$ cat config.mk
export PLATFORM = sky130hd
export DESIGN_NAME = calc_alu_flat
export DESIGN_NICKNAME = d
export VERILOG_FILES = /design/src/rtl/calc_pkg.sv /design/src/rtl/calc_alu_if.sv /design/src/rtl/calc_muldiv_core.sv /design/src/rtl/calc_alu.sv /design/src/flat_wrapper.sv
export SDC_FILE = /design/constraint.sdc
export NUM_CORES = 1
export LEC_CHECK = 0
export ABC_AREA = 1
export CAP_MARGIN = 20
export CORE_ASPECT_RATIO = 0.8
export CORE_MARGIN = 2
export CORE_UTILIZATION = 35
export DETAILED_ROUTE_END_ITERATION = 10
export PLACE_DENSITY_LB_ADDON = 0.12
export SYNTH_ARGS = -nofsm -noshare
export SYNTH_HDL_FRONTEND = slang
export SYNTH_SLANG_ARGS = --single-unit
$ cat constraint.sdc
create_clock -name clock -period 13.55 [get_ports clock]
set_input_delay 2.71 -clock clock [delete_from_list [all_inputs] [get_ports clock]]
set_output_delay 2.71 -clock clock [all_outputs]
set_load 0.02 [all_outputs]
$ cat src/rtl/calc_pkg.sv
// calc_pkg: shared width, opcode and FSM state definitions for the calculator ALU.
package calc_pkg;
  localparam int WIDTH = 32;
  typedef enum logic [1:0] {OP_ADD, OP_SUB, OP_MUL, OP_DIV} op_e;
  typedef enum logic [1:0] {S_IDLE, S_ITER, S_FIX} state_e;
endpackage

$ cat src/rtl/calc_alu_if.sv
// calc_alu_if: request/result bundle between a requester and the calculator ALU.
interface calc_alu_if import calc_pkg::*; ();
  logic             i_start;
  logic [1:0]       i_op;
  logic [WIDTH-1:0] i_a;
  logic [WIDTH-1:0] i_b;
  logic             o_busy;
  logic             o_done;
  logic [WIDTH-1:0] o_result;
  logic             o_error;
  modport master (output i_start, i_op, i_a, i_b, input o_busy, o_done, o_result, o_error);
  modport slave (input i_start, i_op, i_a, i_b, output o_busy, o_done, o_result, o_error);
endinterface

$ cat src/rtl/calc_muldiv_core.sv
// calc_muldiv_core: one-bit-per-clock unsigned shift-add multiplier / restoring divider on magnitudes.
module calc_muldiv_core import calc_pkg::*; (
  input  logic               clk,
  input  logic               rst,
  input  logic               load_i,
  input  logic               div_i,
  input  logic               step_i,
  input  logic [WIDTH-1:0]   a_i,
  input  logic [WIDTH-1:0]   b_i,
  output logic [2*WIDTH-1:0] mag_o,
  output logic               last_o
);
  logic [WIDTH-1:0]   ma_q, mb_q;
  logic [2*WIDTH-1:0] acc_q, acc_d;
  logic [5:0]         cnt_q;
  logic               div_q;
  logic [WIDTH:0]     sum, trial, diff;
  // Upper half: product high / partial remainder; lower half: multiplier / dividend shifting into quotient.
  always_comb begin
    sum   = {1'b0, acc_q[2*WIDTH-1:WIDTH]} + (acc_q[0] ? {1'b0, ma_q} : '0);
    trial = {acc_q[2*WIDTH-1:WIDTH], acc_q[WIDTH-1]};
    diff  = trial - {1'b0, mb_q};
    acc_d = div_q ? (diff[WIDTH] ? {trial[WIDTH-1:0], acc_q[WIDTH-2:0], 1'b0}
                                 : {diff[WIDTH-1:0], acc_q[WIDTH-2:0], 1'b1})
                  : {sum, acc_q[WIDTH-1:1]};
  end
  always_ff @(posedge clk or posedge rst) begin
    if (rst) begin
      ma_q  <= '0;
      mb_q  <= '0;
      acc_q <= '0;
      cnt_q <= '0;
      div_q <= 1'b0;
    end else if (load_i) begin
      ma_q  <= a_i;
      mb_q  <= b_i;
      acc_q <= {{WIDTH{1'b0}}, div_i ? a_i : b_i};
      cnt_q <= '0;
      div_q <= div_i;
    end else if (step_i) begin
      acc_q <= acc_d;
      cnt_q <= cnt_q + 6'd1;
    end
  end
  assign mag_o  = div_q ? {{WIDTH{1'b0}}, acc_q[WIDTH-1:0]} : acc_q;
  assign last_o = cnt_q == 6'd31;
endmodule

$ cat src/rtl/calc_alu.sv
// calc_alu: sequential signed add/sub/mul/div with overflow and divide-by-zero error flag.
module calc_alu import calc_pkg::*; (
  input logic       clock,
  input logic       reset,
  calc_alu_if.slave bus
);
  state_e             state_q;
  op_e                op_q;
  logic               sign_q, bz_q, busy_q, done_q, error_q;
  logic [WIDTH-1:0]   result_q, result_d, abs_a, abs_b, sum, diff, fix_res;
  logic               error_d, fix_err, mul_err, launch, last;
  logic [2*WIDTH-1:0] mag;
  always_comb begin
    launch   = state_q == S_IDLE && bus.i_start;
    abs_a    = bus.i_a[WIDTH-1] ? -bus.i_a : bus.i_a;
    abs_b    = bus.i_b[WIDTH-1] ? -bus.i_b : bus.i_b;
    sum      = bus.i_a + bus.i_b;
    diff     = bus.i_a - bus.i_b;
    result_d = bus.i_op[0] ? diff : sum;
    error_d  = bus.i_op[0] ? (bus.i_a[WIDTH-1] != bus.i_b[WIDTH-1] && diff[WIDTH-1] != bus.i_a[WIDTH-1])
                           : (bus.i_a[WIDTH-1] == bus.i_b[WIDTH-1] && sum[WIDTH-1] != bus.i_a[WIDTH-1]);
    // A negative result may reach magnitude 2^31, a positive one only 2^31-1.
    mul_err  = sign_q ? mag > 64'h8000_0000 : mag > 64'h7FFF_FFFF;
    fix_err  = op_q == OP_MUL ? mul_err : (bz_q || (!sign_q && mag[WIDTH-1]));
    fix_res  = sign_q ? -mag[WIDTH-1:0] : mag[WIDTH-1:0];
  end
  calc_muldiv_core u_core (
    .clk    (clock),
    .rst    (reset),
    .load_i (launch && bus.i_op[1]),
    .div_i  (bus.i_op[0]),
    .step_i (state_q == S_ITER),
    .a_i    (abs_a),
    .b_i    (abs_b),
    .mag_o  (mag),
    .last_o (last)
  );
  always_ff @(posedge clock or posedge reset) begin
    if (reset) begin
      state_q  <= S_IDLE;
      op_q     <= OP_ADD;
      sign_q   <= 1'b0;
      bz_q     <= 1'b0;
      busy_q   <= 1'b0;
      done_q   <= 1'b0;
      result_q <= '0;
      error_q  <= 1'b0;
    end else begin
      done_q <= 1'b0;
      case (state_q)
        S_IDLE: if (launch) begin
          op_q <= op_e'(bus.i_op);
          if (bus.i_op[1]) begin
            sign_q  <= bus.i_a[WIDTH-1] ^ bus.i_b[WIDTH-1];
            bz_q    <= bus.i_b == '0;
            busy_q  <= 1'b1;
            state_q <= S_ITER;
          end else begin
            result_q <= error_d ? '0 : result_d;
            error_q  <= error_d;
            done_q   <= 1'b1;
          end
        end
        S_ITER: if (last) state_q <= S_FIX;
        S_FIX: begin
          result_q <= fix_err ? '0 : fix_res;
          error_q  <= fix_err;
          done_q   <= 1'b1;
          busy_q   <= 1'b0;
          state_q  <= S_IDLE;
        end
        default: state_q <= S_IDLE;
      endcase
    end
  end
  assign bus.o_busy   = busy_q;
  assign bus.o_done   = done_q;
  assign bus.o_result = result_q;
  assign bus.o_error  = error_q;
endmodule

$ cat src/flat_wrapper.sv
// flat-port wrapper written by rule: the top's interface ports become plain ports
module calc_alu_flat import calc_pkg::*;
  (clock, reset, bus_i_start, bus_i_op, bus_i_a, bus_i_b, bus_o_busy, bus_o_done, bus_o_result, bus_o_error);
  calc_alu_if bus_i ();
  input logic clock;
  input logic reset;
  input wire logic [$bits(bus_i.i_start)-1:0] bus_i_start;
  input wire logic [$bits(bus_i.i_op)-1:0] bus_i_op;
  input wire logic [$bits(bus_i.i_a)-1:0] bus_i_a;
  input wire logic [$bits(bus_i.i_b)-1:0] bus_i_b;
  output wire logic [$bits(bus_i.o_busy)-1:0] bus_o_busy;
  output wire logic [$bits(bus_i.o_done)-1:0] bus_o_done;
  output wire logic [$bits(bus_i.o_result)-1:0] bus_o_result;
  output wire logic [$bits(bus_i.o_error)-1:0] bus_o_error;
  assign bus_i.i_start = bus_i_start;
  assign bus_i.i_op = bus_i_op;
  assign bus_i.i_a = bus_i_a;
  assign bus_i.i_b = bus_i_b;
  assign bus_o_busy = bus_i.o_busy;
  assign bus_o_done = bus_i.o_done;
  assign bus_o_result = bus_i.o_result;
  assign bus_o_error = bus_i.o_error;
  calc_alu u_core (.clock(clock), .reset(reset), .bus(bus_i));
endmodule
==> out/metrics.cfg <==
[clock_network]
postCtsHoldBufs = 0
clockBufferDepth = 2
clk_pin_slew_ps = 80
ctsHtreeMaxLevel = 4
post_cts_resized = 0
cts_num_sinks = 176
insertion_delay_ps = 480
cts.repair_timing.setup_buffer_count = 0
inserted_clock_buffers = 17
tritoncts_clock_tree = built
clock-root-buffer = clkbuf_16

[synth]
fraction_of_the_mapped_netlist_area_in_simple_logic_gates = 0.3921
synth_top_family_by_area = simple AND/OR/NAND/NOR gates
post-synth-top-area-cell = dfrtp_1
synth_seq_cells = 176
synth_fp_nets = 3693
synthTopCellsByArea = dfrtp_1, nand2_1, inv_1, ha_1, nor2_1
synth.yosys.seq_area_share = 0.2164
synth-compound-area-share = 0.1450
synthDistinctLibCells = 52
synth_mux_area_frac = 0
syn_area_sq_um = 20350
async_flop_share = 1.000
synth_area_per_cell_sq_um = 5.832
netlist.area_leader.share = 0.2164
synth-adder-area-share = 0.08385
synth_warn = 0
synthTopCellsByCount = nand2_1, inv_1, nor2_1, nand3_1, o21ai_0
synthCells = 3490
post_synthesis_xor_xnor_area_fraction = 0.04045
synthFlopType = dfrtp_1
library_cell_with_the_highest_instance_count_after_synthesis = nand2_1
synth_edf_count = 0

[power_and_ir_drop]
cell_internal_pwr_mw = 0.9129
sequentialPowerShare = 0.366
power.density_nw_per_um2 = 63.26
combinational_power_share = 0.249
leakage_nw = 12.44
power.share.switching = 0.3632
vdd_ir_drop_max_mv = 0.09096
clk_network_pwr_share = 0.385
fin_total_pwr_mw = 1.434
power_switching_mw = 0.5207

[placed_design]
placed_cells_incl_taps = 4272
io_buffer_count = 103
routabilityCongestion = 1.024
hpwl_dp_microns = 68150

[worst_setup_path]
critical_path.most_common_cell = nand2_1
crit_path_top_delay_cell = clkdlybuf4s50_1
reg2regPathDepth = 19
critical_path_arrival_ps = 5840
timing.critical_path.to_type = flip-flop
reg2reg_setup_slack_ps = 9950
worstPathMaxFanout = 32
required_ps = 13960
cpPeakStageDelay_ps = 730
cells_traversed_along_the_worst_timing_path = clkdlybuf4s50_1 -> inv_1 -> ha_1 -> nand2_1 -> inv_2 -> nand2_1 -> nor3_1 -> nand2_1 -> nand2_1 -> nand2_1 -> nand3_1 -> nand3_2 -> nand2_4 -> nand3_1 -> a21oi_1
cp-start-kind = input port
timing_worst_setup_path_type = input port to flip-flop
r2r-end = u_core.u_core.acc_q[38]
reg2reg_from = u_core.u_core.acc_q[31]

[worst_hold_path]
worst_hold_startpoint = u_core.u_core.ma_q[1]
hold_path.class = flip-flop to flip-flop
holdPathEnd = u_core.u_core.ma_q[1]
hold_depth = 2

[detailed_routing]
dr_wl_met2_microns = 31630
route.met3.wl_microns = 9066
detailroute.via_count = 22460
drc_errors = 0
detail_route.vias_per_cell = 5.217
routed_wirelength_microns = 84010
avgRoutedWirePerCell_microns = 19.51
drt_first_iter_violations = 2756
final_antenna_net_count = 0
m1WireLength_microns = 42630
drt-pass1-iter-count = 7
highest-signal-layer = met4

[floorplanning]
die-height_microns = 219.7
boundaryPins = 104
initial_cell_density_of_the_core = 0.3520
core-area_sq_um = 57820
floorplan.rows = 79
die_area_sq_um = 60110
dieWidth_microns = 273.6

[layout]
syn2layout_area_growth_pct = 11.33
n_antenna_cell = 0
layout-drive-gt1-share = 0.03874
nNetsFinal = 3726
final_instance_count_excl_fillers = 4305

[timing]
worst_pin_slew_ps = 962.4
slew_headroom = 0.3516
report.final.setup_viol = 0
final.setup_skew_ps = 21.05
fmax_ghz = 0.1842
period_share = 0.4008
finalCriticalPeriod_ps = 5430
final-hold-violation-count = 0
drv_slew = 0
rsz0062_at_grt = false
fin_tns_setup_ps = 0
fin_hold_ws_ps = 477.4

[global_route]
first_global_vias = 20400
antenna_found_initial = 0
grt_start_max_net_pins = 120
global_route_wire_length_before_repair_microns = 127900
globalRouteOverflowTotal = 0
grt_usage = 0.2820

[status]
run_status = finished clean

[flow_run]
total_of_max_cap_violations = 0

-- state kept, by name, indices dropped and copies added, names as in the netlist --
register             cells
u_core.u_core.acc_q     64
u_core.bus.o_result     32
u_core.u_core.ma_q      32
u_core.u_core.mb_q      32
u_core.u_core.cnt_q      6
u_core.op_q              2
u_core.state_q           2
u_core.bus.o_busy        1
u_core.bus.o_done        1
u_core.bus.o_error       1
u_core.bz_q              1
u_core.sign_q            1
u_core.u_core.div_q      1
-- per-layer routing --
metal | global-route usage | up-vias
li1 | - | 11150
met1 | 0.4440 | 10360
met2 | 0.3738 | 906
met3 | 0.08205 | 38
met4 | 0.04135 | 0
met5 | 0 | -
-- worst max-delay path: cells and delay by family --
kind	cells	cell delay [ps]
and+or+nand+nor	10	1600
buffers and inverters	3	900
AOI/OAI and AO/OA	1	150
adders and majority gates	1	460
-- worst max-delay path by stage --
stage                     start                      end  slack [ps]  cells past startpoint
finish               bus_i_b[8]   u_core.bus.o_result[1]        8120                     15
global route        bus_i_a[28]  u_core.bus.o_result[30]        7900                     12
CTS                 bus_i_op[1]   u_core.u_core.cnt_q[5]        7890                     11
detailed placement  bus_i_op[1]   u_core.u_core.cnt_q[5]        7400                     11
global placement    bus_i_op[1]   u_core.u_core.cnt_q[5]        7460                     11
floorplan                 reset        u_core.bus.o_busy        6070                      1
-- stage by stage --
step	utilization	worst slack [ps]	instance area, sq um
floorplan	-	6066	20350
global placement	0.3805	7459	22000
detailed placement	0.3805	7400	22000
CTS	0.3914	7889	22630
global route	0.3919	7899	22660
finish	0.3919	8120	22660
-- cell usage in the layout, fill, tap and decap left out, types with 11 or more instances in the layout --
cell and n:
nor3_1 35, xor2_1 86, o21ai_0 222, nand4_1 42, o211ai_1 17, dfrtp_1 175, o221ai_1 11, inv_2 20
o21bai_1 14, nand3b_1 16, a21oi_1 210, clkbuf_16 17, o21ai_1 15, nand3_2 13, nand3_1 238, clkdlybuf4s50_1 102
nand2_2 14, buf_4 21, nand2_1 1149, inv_1 495, nor2_1 361, ha_1 130
-- cell families after synthesis --
| kind of cell | Yosys count |
|---|---|
| AO/OA/AOI/OAI | 541 |
| flip-flops | 176 |
| AND/OR/NAND/NOR | 1914 |
| buffers and inverters | 631 |
| adder cells (fa/ha/maj) | 134 |
| XOR/XNOR | 94 |
-- final cells by class --
type                            instances  area, sq um
Sequential cell                       176         4405
Clock buffer                           19        442.9
Multi-Input combinational cell       2683        13490
Clock inverter                         13        188.9
Tap cell                              769        962.2
Fill cell                            6533        35160
Inverter                              520         1959
Timing Repair Buffer                  125         1211
-- power groups by stage --
| stage | combinational (mW) | sequential [mW] | clock (mW) |
|---|---|---|---|
| global route | 0.389 | 0.525 | 0.583 |
| global placement | 0.346 | 0.535 | 0 |
| finish | 0.357 | 0.525 | 0.552 |
| floorplan | 0.209 | 0.535 | 0 |
| detailed placement | 0.344 | 0.535 | 0 |
| CTS | 0.346 | 0.525 | 0.561 |
No activity file was read; power rests on OpenSTA's default activity.
